$ cat src/rtl/spi_cmd_arbiter.sv
// spi_cmd_arbiter: arbitrates two command requesters onto one SPI master, one transaction at a time
module spi_cmd_arbiter #(
  parameter int CMD_WIDTH  = 12,
  parameter int READ_WIDTH = 8,
  parameter int TIMEOUT    = 1024
) (
  input  logic                  clk,
  input  logic                  rst_n,
  input  logic [CMD_WIDTH-1:0]  req0_cmd,
  input  logic                  req0_vld,
  output logic                  req0_rdy,
  output logic                  req0_done,
  output logic [READ_WIDTH-1:0] req0_rdata,
  output logic                  req0_err,
  input  logic [CMD_WIDTH-1:0]  req1_cmd,
  input  logic                  req1_vld,
  output logic                  req1_rdy,
  output logic                  req1_done,
  output logic [READ_WIDTH-1:0] req1_rdata,
  output logic                  req1_err,
  output logic [CMD_WIDTH-1:0]  spi_cmd,
  output logic                  spi_cmd_vld,
  input  logic                  spi_cmd_rdy,
  input  logic                  spi_read_vld,
  input  logic [READ_WIDTH-1:0] spi_read_data,
  output logic                  busy,
  output logic                  owner
);
  localparam int CW = (TIMEOUT > 2) ? $clog2(TIMEOUT) : 1;
  typedef enum logic [1:0] {IDLE, ISSUE, WAIT_WR, WAIT_RD} state_e;
  state_e                  state_q, state_d;
  logic [CMD_WIDTH-1:0]    cmd_q, cmd_d;
  logic [CW-1:0]           cnt_q, cnt_d;
  logic                    owner_q, owner_d;
  logic                    done_q, done_d;
  logic                    err_q, err_d;
  logic [READ_WIDTH-1:0]   rdata_q, rdata_d;
  logic                    gnt, accept, good, tmo;
  // a tie goes to the requester that was not served last; rdy is forced low while in reset
  assign gnt      = (req0_vld && req1_vld) ? !owner_q : req1_vld;
  assign accept   = rst_n && state_q == IDLE && spi_cmd_rdy && (req0_vld || req1_vld);
  assign req0_rdy = accept && !gnt;
  assign req1_rdy = accept && gnt;
  // a write is finished when the master comes back ready after at least one busy cycle
  assign good = (state_q == WAIT_WR && spi_cmd_rdy && cnt_q != '0) || (state_q == WAIT_RD && spi_read_vld);
  assign tmo  = cnt_q == CW'(TIMEOUT - 1);
  assign spi_cmd_vld = state_q == ISSUE;
  assign spi_cmd     = spi_cmd_vld ? cmd_q : '0;
  assign busy        = state_q != IDLE;
  assign owner       = owner_q;
  assign req0_done   = done_q && !owner_q;
  assign req1_done   = done_q && owner_q;
  assign req0_err    = req0_done && err_q;
  assign req1_err    = req1_done && err_q;
  assign req0_rdata  = req0_done ? rdata_q : '0;
  assign req1_rdata  = req1_done ? rdata_q : '0;
  // next state; the completion report is registered so done lands on the first IDLE cycle
  always_comb begin
    state_d = state_q;
    cmd_d   = cmd_q;
    cnt_d   = cnt_q;
    owner_d = owner_q;
    done_d  = 1'b0;
    err_d   = 1'b0;
    rdata_d = '0;
    case (state_q)
      IDLE: if (accept) begin
        cmd_d   = gnt ? req1_cmd : req0_cmd;
        owner_d = gnt;
        state_d = ISSUE;
      end
      ISSUE: if (spi_cmd_rdy) begin
        cnt_d   = '0;
        state_d = cmd_q[CMD_WIDTH-1] ? WAIT_WR : WAIT_RD;
      end
      default: begin
        cnt_d = cnt_q + CW'(1);
        if (good || tmo) begin
          state_d = IDLE;
          done_d  = 1'b1;
          err_d   = !good;
          rdata_d = (good && state_q == WAIT_RD) ? spi_read_data : '0;
        end
      end
    endcase
  end
  // registers; reset drops any transaction in flight without reporting it
  always_ff @(posedge clk or negedge rst_n) begin
    if (!rst_n) begin
      state_q <= IDLE;
      cmd_q   <= '0;
      cnt_q   <= '0;
      owner_q <= 1'b1;
      done_q  <= 1'b0;
      err_q   <= 1'b0;
      rdata_q <= '0;
    end else begin
      state_q <= state_d;
      cmd_q   <= cmd_d;
      cnt_q   <= cnt_d;
      owner_q <= owner_d;
      done_q  <= done_d;
      err_q   <= err_d;
      rdata_q <= rdata_d;
    end
  end
endmodule

$ cat config.mk
export PLATFORM = sky130hd
export DESIGN_NAME = spi_cmd_arbiter
export DESIGN_NICKNAME = d
export VERILOG_FILES = /design/src/rtl/spi_cmd_arbiter.sv
export SDC_FILE = /design/constraint.sdc
export NUM_CORES = 1
export LEC_CHECK = 0
export CORE_UTILIZATION = 45
export CTS_CLUSTER_DIAMETER = 100
export DETAILED_ROUTE_END_ITERATION = 6
export GPL_ROUTABILITY_DRIVEN = 0
export PLACE_DENSITY = 0.94
export SYNTH_ARGS = -nofsm -noshare
export SYNTH_HDL_FRONTEND = slang
export SYNTH_SLANG_ARGS = --single-unit
$ cat constraint.sdc
create_clock -name clk -period 5.5 [get_ports clk]
set_input_delay 1.65 -clock clk [delete_from_list [all_inputs] [get_ports clk]]
set_output_delay 1.65 -clock clk [all_outputs]
set_load 0.03 [all_outputs]
Word level (Yosys, flattened, before mapping)
Cells that the tools add are included.

cells by class
  $add $sub $neg = 1
  equality and inequality tests = 6
  reduce and logical (&&, ||, !) cells = 28
  bitwise gates (word level) = 1
  multiplexer cells = 19

operator list
  kind                   number
  $mux 8                 5
  $mux 12                2
  $pmux 10 s2            1
  $logic_and 1x1->1      14
  $add 10x1->10 const B  1
  $eq 10x10->1 const B   1
  $mux 10                1
  $reduce_bool 10->1     1
  $mux 1                 6
  $mux 2                 3
  $eq 2x2->1 const B     2
  $pmux 2 s2             1
  $reduce_and 2->1       2
  $logic_not 1->1        3
  $logic_or 1x1->1       3
  $reduce_and 3->1       1
  $reduce_bool 3->1      1
  $eq 2x1->1 const B     1
  $logic_not 2->1        1
  $ne 2x1->1 const B     1
  $ne 2x2->1 const B     1
  $reduce_bool 2->1      1
  $reduce_or 2->1        1
  $not 1->1              1

word-level totals
  word-level logic and storage cells = 62
  input port bits = 38
  output and inout bits = 37
  register bits = 35

Depth between registers and ports, before layout
Gate-level depths: netlist (run 1).

  word-level depth = 8
  depth in mapped cells = 6
  mapped depth without buffers = 6

Worst setup path before layout (run 1)
No wires, ideal clock.

  kind = input port to output port
  start point = in req1_vld
  end point = out req1_rdy
  buffers on the path = 1
  path slack = 1272 ps
  stages = 3
  data required time = 3850 ps
  arrival time = 2578 ps
  path through = a21boi_2 > buf_2 > and2_1

between the ends
  cells in the longest elaborated chain, start to end = 3
  elaborated cells between the ends (all ways) = 5
  classes of those cells = 1 x mux; 4 x reduce/logical

RTL lines
  item                                                          RTL line  text
  start: declaration                                            16        input logic req1_vld,
  $logic_and 1x1->1 / $logic_or 1x1->1 (equally long branches)  40, 41
  $mux 1 / $logic_and 1x1->1 (equally long branches)            40, 41
  $logic_and 1x1->1 (*)                                         43        assign req1_rdy = accept && gnt;
  end: declaration                                              17        output logic req1_rdy,

Every way passes the cells marked *; elsewhere a longest branch is shown, timed or not.

Final worst setup path (run 1)
  start point = in spi_cmd_rdy
  end point = out req0_rdy

between the ends
  cells in the longest elaborated chain, start to end = 3

RTL lines
  item                            RTL line  text
  start: declaration              23        input logic spi_cmd_rdy,
  $logic_and 1x1->1 (2 in a row)  41        assign accept = rst_n && state_q == IDLE && spi_cmd_rdy && (req0_vld || req1_vld);
  $logic_and 1x1->1               42        assign req0_rdy = accept && !gnt;
  end: declaration                11        output logic req0_rdy,

No other way between the ends.

==> results of run 1 <==
[layout make-up]
cell class | count | area [µm²]
inverters | 5 | 18.8
multi-input cells | 140 | 880
flip-flops and latches | 35 | 877
fillers | 302 | 1100
well taps | 48 | 60.1
repair buffers | 77 | 753
clock buffers | 8 | 80.1
[sequential cells by signal, summed over array words and instances (netlist names)]
register and count:
err_q 1, cnt_q 10, state_q 2, done_q 1, owner 1, rdata_q 8, cmd_q 12
[critical path: cells and delay by family]
kind                   cells  cell delay [ns]
buffers and inverters      2             0.73
AO/OA/AOI/OAI              1             0.54
AND/OR/NAND/NOR            1             0.20
[synthesized netlist by cell type]
| cell | number |
|---|---|
| sky130_fd_sc_hd__dfrtp_1 | 34 |
| sky130_fd_sc_hd__and2_1 | 31 |
| sky130_fd_sc_hd__a21oi_1 | 18 |
| sky130_fd_sc_hd__mux2i_1 | 15 |
| sky130_fd_sc_hd__nor2_1 | 15 |
| sky130_fd_sc_hd__nand2_1 | 13 |
| sky130_fd_sc_hd__and3_1 | 12 |
| sky130_fd_sc_hd__clkbuf_1 | 6 |
| sky130_fd_sc_hd__inv_1 | 4 |
| sky130_fd_sc_hd__nand3_1 | 4 |
| sky130_fd_sc_hd__o21ai_0 | 4 |
| sky130_fd_sc_hd__buf_2 | 3 |
| sky130_fd_sc_hd__nand4_1 | 3 |
| sky130_fd_sc_hd__nor2b_1 | 3 |
| sky130_fd_sc_hd__o21ai_1 | 3 |
| sky130_fd_sc_hd__ha_1 | 2 |
| sky130_fd_sc_hd__nor3_1 | 2 |
| sky130_fd_sc_hd__o211ai_1 | 2 |
| sky130_fd_sc_hd__or3_1 | 2 |
| sky130_fd_sc_hd__a21boi_2 | 1 |
| sky130_fd_sc_hd__a22o_1 | 1 |
| sky130_fd_sc_hd__and4_2 | 1 |
| sky130_fd_sc_hd__dfstp_2 | 1 |
| sky130_fd_sc_hd__inv_2 | 1 |
| sky130_fd_sc_hd__mux2_2 | 1 |
| sky130_fd_sc_hd__nand3b_1 | 1 |
| sky130_fd_sc_hd__o2111a_1 | 1 |
| sky130_fd_sc_hd__o21a_1 | 1 |
| sky130_fd_sc_hd__o31a_1 | 1 |
| sky130_fd_sc_hd__o31ai_1 | 1 |
| sky130_fd_sc_hd__o41ai_2 | 1 |
| sky130_fd_sc_hd__or4b_1 | 1 |
[final timing paths]
kind                                        end  slack [ns]                    from
max                                    req0_rdy        0.72             spi_cmd_rdy
min                        cnt_q[7]$_DFFE_PN0P_        0.51    cnt_q[7]$_DFFE_PN0P_
max reg2reg                cnt_q[6]$_DFFE_PN0P_        3.48  state_q[1]$_DFFE_PN0P_
min reg2reg                cnt_q[7]$_DFFE_PN0P_        0.51    cnt_q[7]$_DFFE_PN0P_
max in group asynchronous     owner$_DFFE_PN1P_        3.73                   rst_n
min in group asynchronous  cnt_q[6]$_DFFE_PN0P_        1.43                   rst_n
[layer usage]
layer  track usage  vias to the layer above  share of wire
met3        0.0313                        8          0.057
met4        0.0788                        0          0.021
met1         0.261                      748           0.43
li1              -                      800              -
met5             0                        -              0
met2         0.356                       68           0.49
[kinds of logic (layout without fill, tap and decap cells)]
group	count (synthesis)	in the layout	synth area share
AO/OA/AOI/OAI	34	34	0.117
multiplexers	16	16	0.0890
flip-flops	35	35	0.484
AND/OR/NAND/NOR	88	88	0.266
adder cells (fa/ha/maj)	2	2	0.0138
buffers and inverters	14	90	0.0310
[metrics by stage]
stage / cells / hold WS [ns]
2_1_floorplan: 189 / 0.464
3_3_place_gp: 305 / 0.497
3_5_place_dp: 305 / 0.508
4_1_cts: 313 / 0.517
5_1_grt: 313 / 0.554
6_report: 313 / 0.515
[power by group]
| group | switching, mW | leakage, nW | internal (mW) | total, mW |
|---|---|---|---|---|
| Clock | 0.0787 | 0.0395 | 0.0898 | 0.169 |
| Combinational | 0.248 | 0.706 | 0.202 | 0.449 |
| Sequential | 0.0761 | 0.441 | 0.332 | 0.408 |
==> flow_results.org, run 1 <==
** STA
- Total setup violations reported at the end of the flow :: 0
- Derived from the worst setup path, the maximum achievable clock frequency is 209 MHz.
- Adding up every negative setup slack in the final design gives 0 ns.
- Shortest period the worst path allows :: 4.78 ns
- Share of the cycle needed by the critical path after routing :: 0.869
- RSZ-0062 raised after global routing :: no
- Slew headroom :: 0.463
- The clock arrives with around 0.0038 ns of skew.
- Worst setup slack after layout :: 0.720 ns
- Endpoints failing hold :: 0
- For the pin with the worst max-slew slack, the measured transition is 0.804 ns.
- Total count of max-transition violations in the final report :: 0

** Layout
- 0 antenna diodes ended up in the layout.
- Post-layout utilization of the core :: 0.708
- At the end of the flow, the number of nets in the layout was 304.
- Layout area overhead :: 47.2%
- The library cell used most frequently in the layout, excluding fill and tap cells, is sky130_fd_sc_hd__clkdlybuf4s50_1.
- Summed area of non-filler cells in the final layout :: between 2000 and 3000 µm²
- In the layout the commonest cells are sky130_fd_sc_hd__clkdlybuf4s50_1 (71), sky130_fd_sc_hd__dfrtp_1 (34), sky130_fd_sc_hd__and2_1 (31), sky130_fd_sc_hd__a21oi_1 (18).
- Of the cells placed in the final design, the portion with a size suffix greater than 1 is 0.0642.

** GRT
- The total overflow left after global routing is 0.
- The first global-routing pass estimated 6.77 mm of wire.
- The via count of the first global-routing pass is 1,536.
- The number of antenna violations at the first check in global routing came to 0.
- For this run, the total global-route usage over all layers was measured as 0.207.
- Maximum number of pins on one net before global-route repair :: 36

** Critical path
- The largest individual stage delay along the critical path comes from the cell sky130_fd_sc_hd__clkdlybuf4s50_1.
- STA classifies the critical path startpoint as a primary input.
- Crit-path cells :: clkdlybuf4s50_1, o2111a_1, nor2b_1, buf_4
- STA classifies the critical path endpoint as an output port.
- Required time reported for the critical path endpoint :: 3.85 ns
- The worst setup path is of the primary input to output port kind.
- Peak per-stage delay on the critical path :: 0.56 ns
- STA puts the critical path data arrival time at 3.13 ns.
- Highest net fanout along the worst path :: 16
- Measured in cells, the most critical reg-to-reg path has a length of 4.

** Synthesis
- In this run the cell area of the synthesized design comes to 1810 µm².
- Of the post-synthesis cell area, the dominant cell type holds 0.469.
- The synthesized design contains 35 register bits.
- After synthesis, the cell types taking the most area are sky130_fd_sc_hd__dfrtp_1 (47%), sky130_fd_sc_hd__and2_1 (11%), sky130_fd_sc_hd__mux2i_1 (8.3%).
- In this run the mean area of a mapped cell was 9.59 µm².
- Cell variety after synth :: 32
- The number of nets handed over by synthesis was 229.
- Yosys printed 0 warnings.
- Syn Inst Count :: 189
- Summed over all instances, the cell type with the most area after synthesis is sky130_fd_sc_hd__dfrtp_1.
- Post-synthesis sequential area ratio :: 0.484

** Floorplanning
- The floorplan step set the die width to ~65 µm.
- Cell Rows :: 22
- Effective utilization at floorplan :: 0.481
- The die is 65.5 µm tall.
- DIE AREA :: 4290 µm²
- Area of the core region :: ~3800 µm²
- Ports :: 75

** CTS
- Buffers inserted to repair hold after CTS numbered 0.
- Clock edge transition at the registers on the reported setup and hold paths :: 0.06 ns
- CTS tree :: built
- In this run, post-CTS repair resized a total of 0 instances.
- Counting along the longest clock path gives a buffer depth of 2.
- Clock latency on the worst-skew pair, taken at its later pin, is 0.27 ns.
- CTS H-tree lvls :: 2
- Postcts setup bufs :: 0
- Clock tree synthesis inserted a total of 5 buffers.
- Clock tree synthesis found a total of 35 sinks.
- CTS root buffer :: sky130_fd_sc_hd__clkbuf_8

** Drt
- The first detailed-routing pass took 4 iterations.
- Summing over every cut layer, the via total after detailed routing is approximately 1,600.
- Number of DRC markers in iteration 0 :: 56
- Post-detailed-route wirelength per cell :: ~13 µm
- Final wirelength :: between 3 and 4 mm
- Vias per std cell :: 5.19
- Post-route antenna net violation count :: 0
- For this run, design rule violations remaining after detail routing come to 0.

** Place
- After detailed placement, the total cell area comes to 2590 µm².
- Pre-CTS WS :: roughly 0.73 ns
- Buffers placed on the I/O ports in this run total 74.
- After legalization and detailed placement, the total HPWL measured 3.09 mm.

** Worst hold path
- The tightest min-delay check is of the flop to flop type.
- Along the worst hold path, the cell count comes to 1.

** Power and ir drop
- The worst-case IR drop observed on VDD is 0.257 mV.
- Power density of the placed cells :: 384 nW/µm²
- Tot Pwr :: 1.03 mW
- The analysis attributes to cell leakage a power of 1.19 nW.

** Run status
- Status :: finished, final reports clean

** Run
- # Max-Cap Violations :: 0
No activity file was read; power rests on OpenSTA's default activity.
==> run 2: changes to the inputs <==
--- a/config.mk
+++ b/config.mk
@@ -5,11 +5,12 @@
 export SDC_FILE = /design/constraint.sdc
 export NUM_CORES = 1
 export LEC_CHECK = 0
+export CAP_MARGIN = 40
 export CORE_UTILIZATION = 45
 export CTS_CLUSTER_DIAMETER = 100
 export DETAILED_ROUTE_END_ITERATION = 6
 export GPL_ROUTABILITY_DRIVEN = 0
-export PLACE_DENSITY = 0.94
+export PLACE_DENSITY_LB_ADDON = 0.15
 export SYNTH_ARGS = -nofsm -noshare
 export SYNTH_HDL_FRONTEND = slang
 export SYNTH_SLANG_ARGS = --single-unit
==> constraint.sdc (replaced) <==
create_clock -name clk -period 5.5 [get_ports clk]
set_input_delay 1.65 -clock clk [delete_from_list [all_inputs] [get_ports clk]]
set_output_delay 1.65 -clock clk [all_outputs]
set_load 0.1 [all_outputs]
==> run 2 against run 1 <==
  * Total power grew 38%
  * Critical path type unchanged
  * First-iteration DRC count grew 130%
  * Global-route usage grew 5.6 points
  * Combinational power grew 70%
  * Routed wire length grew 26%
  * Largest power group unchanged
  * Flip-flop and latch count is the same
==> flow_results.org, run 2 (same netlist as run 1, synthesis figures left out) <==
** Critical path
- Crit-path slowest cell :: sky130_fd_sc_hd__clkdlybuf4s50_1
- Critical path type :: primary input to output port
- In this design, the largest share of critical-path delay is due to buffers and inverters.
- The maximum fanout along the worst path is 6 (-10).
- Crit-path cells :: clkdlybuf4s50_1, o2111a_1, nor2b_1, buf_12
- Worst Setup Start Kind :: primary input
- The peak per-stage delay on the critical path came to 0.58 ns (+0.02 ns).
- Kind of end point of the critical path :: output port
- The arrival time of data at the critical path endpoint came to 3.01 ns (-0.12 ns).
- The number of buffer and inverter instances along the worst setup path was 2 (unchanged).
- Required time reported for the critical path endpoint :: 3.85 ns (about the same)

** Floorplanning
- The effective utilization at floorplan was 0.481 (unchanged).
- The die height was 65.5 µm (unchanged).
- The placeable core region was 3770 µm² (unchanged).
- Ports :: 75 (unchanged)
- The die outline area is 4290 µm² (unchanged).
- Cell Rows :: 22 (unchanged)
- Die X-Extent :: 65.5 µm (unchanged)

** CTS
- The clock insertion delay at the later pin of the skew report was 0.29 ns (+0.02 ns).
- The hold buffer count at cts was 0 (unchanged).
- CTS root buffer :: sky130_fd_sc_hd__clkbuf_8
- The post-cts repair resize count is 0 (unchanged).
- CTS buffer count :: 5 (unchanged)
- Clock edge transition at the registers on the reported setup and hold paths :: 0.07 ns (about the same)
- The number of buffers between clock root and the deepest sink is 2 (unchanged).
- Clock tree sinks :: 35 (unchanged)
- CTS H-tree lvls :: 2 (unchanged)
- CTS tree :: built
- The post-CTS setup-driven buffer insertion count came to 0 (unchanged).

** Run
- The total of max-cap violations was 0 (unchanged).

** Power and ir drop
- Part of the power in combinational logic :: 0.539 (+0.101)
- The net switching fraction of the power came to 0.497 (+0.105).
- The peak supply drop is 0.579 mV (+130%).
- Internal power consumption :: 0.711 mW (+14%)
- The clock network fraction of total power came to 0.170 (+0.006).
- Static Leakage :: 1.41 nW (+19%)
- Switching power summed over all nets :: 0.703 mW (+75%)
- Power density of the placed cells :: 463 nW/µm² (+20%)
- Proportion of power drawn by flip-flops and latches :: 0.291 (-0.107)

** Layout
- From synthesis to final layout, the design area changed by 68.5%.
- Flip-flop count of the largest register, all copies and words added :: 12 (unchanged)
- The total number of nets in the final design is 328 (+7.9%).
- The fill cell total of the finished layout was 241 (-20%).
- Ranked by flip-flop count, first place goes to cmd_q.
- The fraction of layout instances using a drive strength above 1 was 0.194 (+0.130).
- The number of antenna repair diodes is 0 (unchanged).
- The largest registers in the layout are cmd_q: 12 flops, cnt_q: 10 flops, rdata_q: 8 flops.
- Leaving out fill and tap cells, the most frequent cell in the layout is sky130_fd_sc_hd__clkdlybuf4s50_1.
- In the layout the commonest cells are sky130_fd_sc_hd__clkdlybuf4s50_1 (59), sky130_fd_sc_hd__dfrtp_1 (34), sky130_fd_sc_hd__and2_1 (31), sky130_fd_sc_hd__buf_8 (23), sky130_fd_sc_hd__a21oi_1 (18).

** GRT
- Vias in the first global route :: 1,764 (+15%)
- The number of antenna violations at the first check in global routing was 0 (unchanged).
- Global route total overflow :: 0 (unchanged)
- Maximum number of pins on one net before global-route repair :: 36 (unchanged)
- Global-route wire length before repair :: 8.16 mm (+20%)
- Total routing resource utilization after global routing :: 0.263 (+0.0560)

** Drt
- The total via count after detailed routing was 1,746 (+7.5%).
- The met3 wire length was 272 µm (+19%).
- The via density per instance came to 5.18 (-0.14%).
- The detailed-route wire length was 5.04 mm (+26%).
- The per-cell routed wire length was 14.9 µm (+17%).
- The DRC violation count after routing is 0 (unchanged).
- The starting DRC count in detailed routing came to 128 (+130%).
- The iteration count of the initial detailed-routing pass came to 4 (unchanged).
- Detail Route met2 WL :: 2.71 mm (+37%)
- The detailed router used layers up to and including met4.
- The count of antenna-violating nets left after detailed routing was 0 (unchanged).
- The wire length on met1 is 1.93 mm (+14%).

** STA
- The worst-case headroom to the max-slew limit is 0.617 (+0.154).
- Tightest hold margin :: 0.519 ns (+0.00441 ns)
- Achievable clock frequency :: 215 MHz (+2.6%)
- Total setup violations reported at the end of the flow :: 0 (unchanged)
- The final worst clock skew is 0.00596 ns (+0.00214 ns).
- Transition time of the tightest slew-check pin :: 0.573 ns (-0.231 ns)
- Shortest period the worst path allows :: 4.66 ns (-0.120 ns)
- TNS Setup :: 0 ns (unchanged)
- Share of the cycle needed by the critical path after routing :: 0.847 (-0.0218)
- RSZ-0062 raised after global routing :: no
- The number of hold violations in the final report is 0 (unchanged).
- Total count of max-transition violations in the final report :: 0 (unchanged)

** Place
- The final HPWL from detailed placement was 3.88 mm (+25%).
- The count of port buffers added during placement is 74 (unchanged).

** Run status
- The flow ran to the end, and the final reports show no timing, DRC or antenna violations.

** Worst hold path
- Type of the worst min-delay path :: flop to flop
==> run 2: cell types whose count changed in the layout (fill, tap and decap cells not counted), sizes merged <==
cell,delta
clkbuf,-2
clkdlybuf4s50,-12
buf,+36
bufinv,+1
clkinv,+1
==> run 2: routing by layer <==
layer | global-route usage | up-vias
li1 | - | 849
met1 | 0.283 | 828
met2 | 0.468 | 55
met3 | 0.0885 | 14
met4 | 0.106 | 0
met5 | 0 | -
==> run 2: power groups by stage <==
stage	clock, mW	sequential, mW	combinational [mW]
6_report	0.240	0.411	0.762
3_3_place_gp	0	0.408	0.709
2_1_floorplan	0	0.406	0.541
5_1_grt	0.261	0.422	0.797
4_1_cts	0.243	0.409	0.766
3_5_place_dp	0	0.414	0.763
==> run 2: worst reg2reg max path, delay by kind of cell, from the launching register on <==
family | cells | cell delay (ns)
AO/OA/AOI/OAI | 3 | 0.72
adder cells (fa/ha/maj) | 1 | 0.14
buffers and inverters | 1 | 0.09
flip-flops | 1 | 0.43
AND/OR/NAND/NOR | 1 | 0.45
==> run 2: path summary, 6_finish.rpt <==
check	start	endpoint	slack, ns	depth (start not counted)
min reg2reg	cmd_q[10]$_DFFE_PN0P_	cmd_q[10]$_DFFE_PN0P_	0.52	2
max	spi_cmd_rdy	req0_rdy	0.84	4
min in group asynchronous	rst_n	cnt_q[3]$_DFFE_PN0P_	1.43	2
min	cmd_q[10]$_DFFE_PN0P_	cmd_q[10]$_DFFE_PN0P_	0.52	2
max in group asynchronous	rst_n	owner$_DFFE_PN1P_	3.73	2
max reg2reg	cnt_q[0]$_DFFE_PN0P_	done_q$_DFF_PN0_	3.56	6
==> run 2: cell type report <==
cell class / count / area (µm²) / share of cell area
Tap cell: 48 / 60.1 / 0.0197
Clock buffer: 6 / 82.6 / 0.0270
Clock inverter: 2 / 35.0 / 0.0115
Timing Repair Buffer: 101 / 1100 / 0.361
Sequential cell: 35 / 877 / 0.287
Multi-Input combinational cell: 140 / 880 / 0.288
Inverter: 5 / 18.8 / 0.00615
==> run 2: through the flow <==
step	std cells	area, µm²	total power [mW]	utilization	setup slack (ns)
2_1_floorplan	189	1810	0.947	-	0.378
6_report	337	3050	1.41	0.810	0.839
5_1_grt	337	3050	1.48	0.810	0.780
3_5_place_dp	329	2940	1.18	0.779	0.852
3_3_place_gp	306	2590	1.12	0.687	0.835
4_1_cts	337	3050	1.42	0.810	0.843
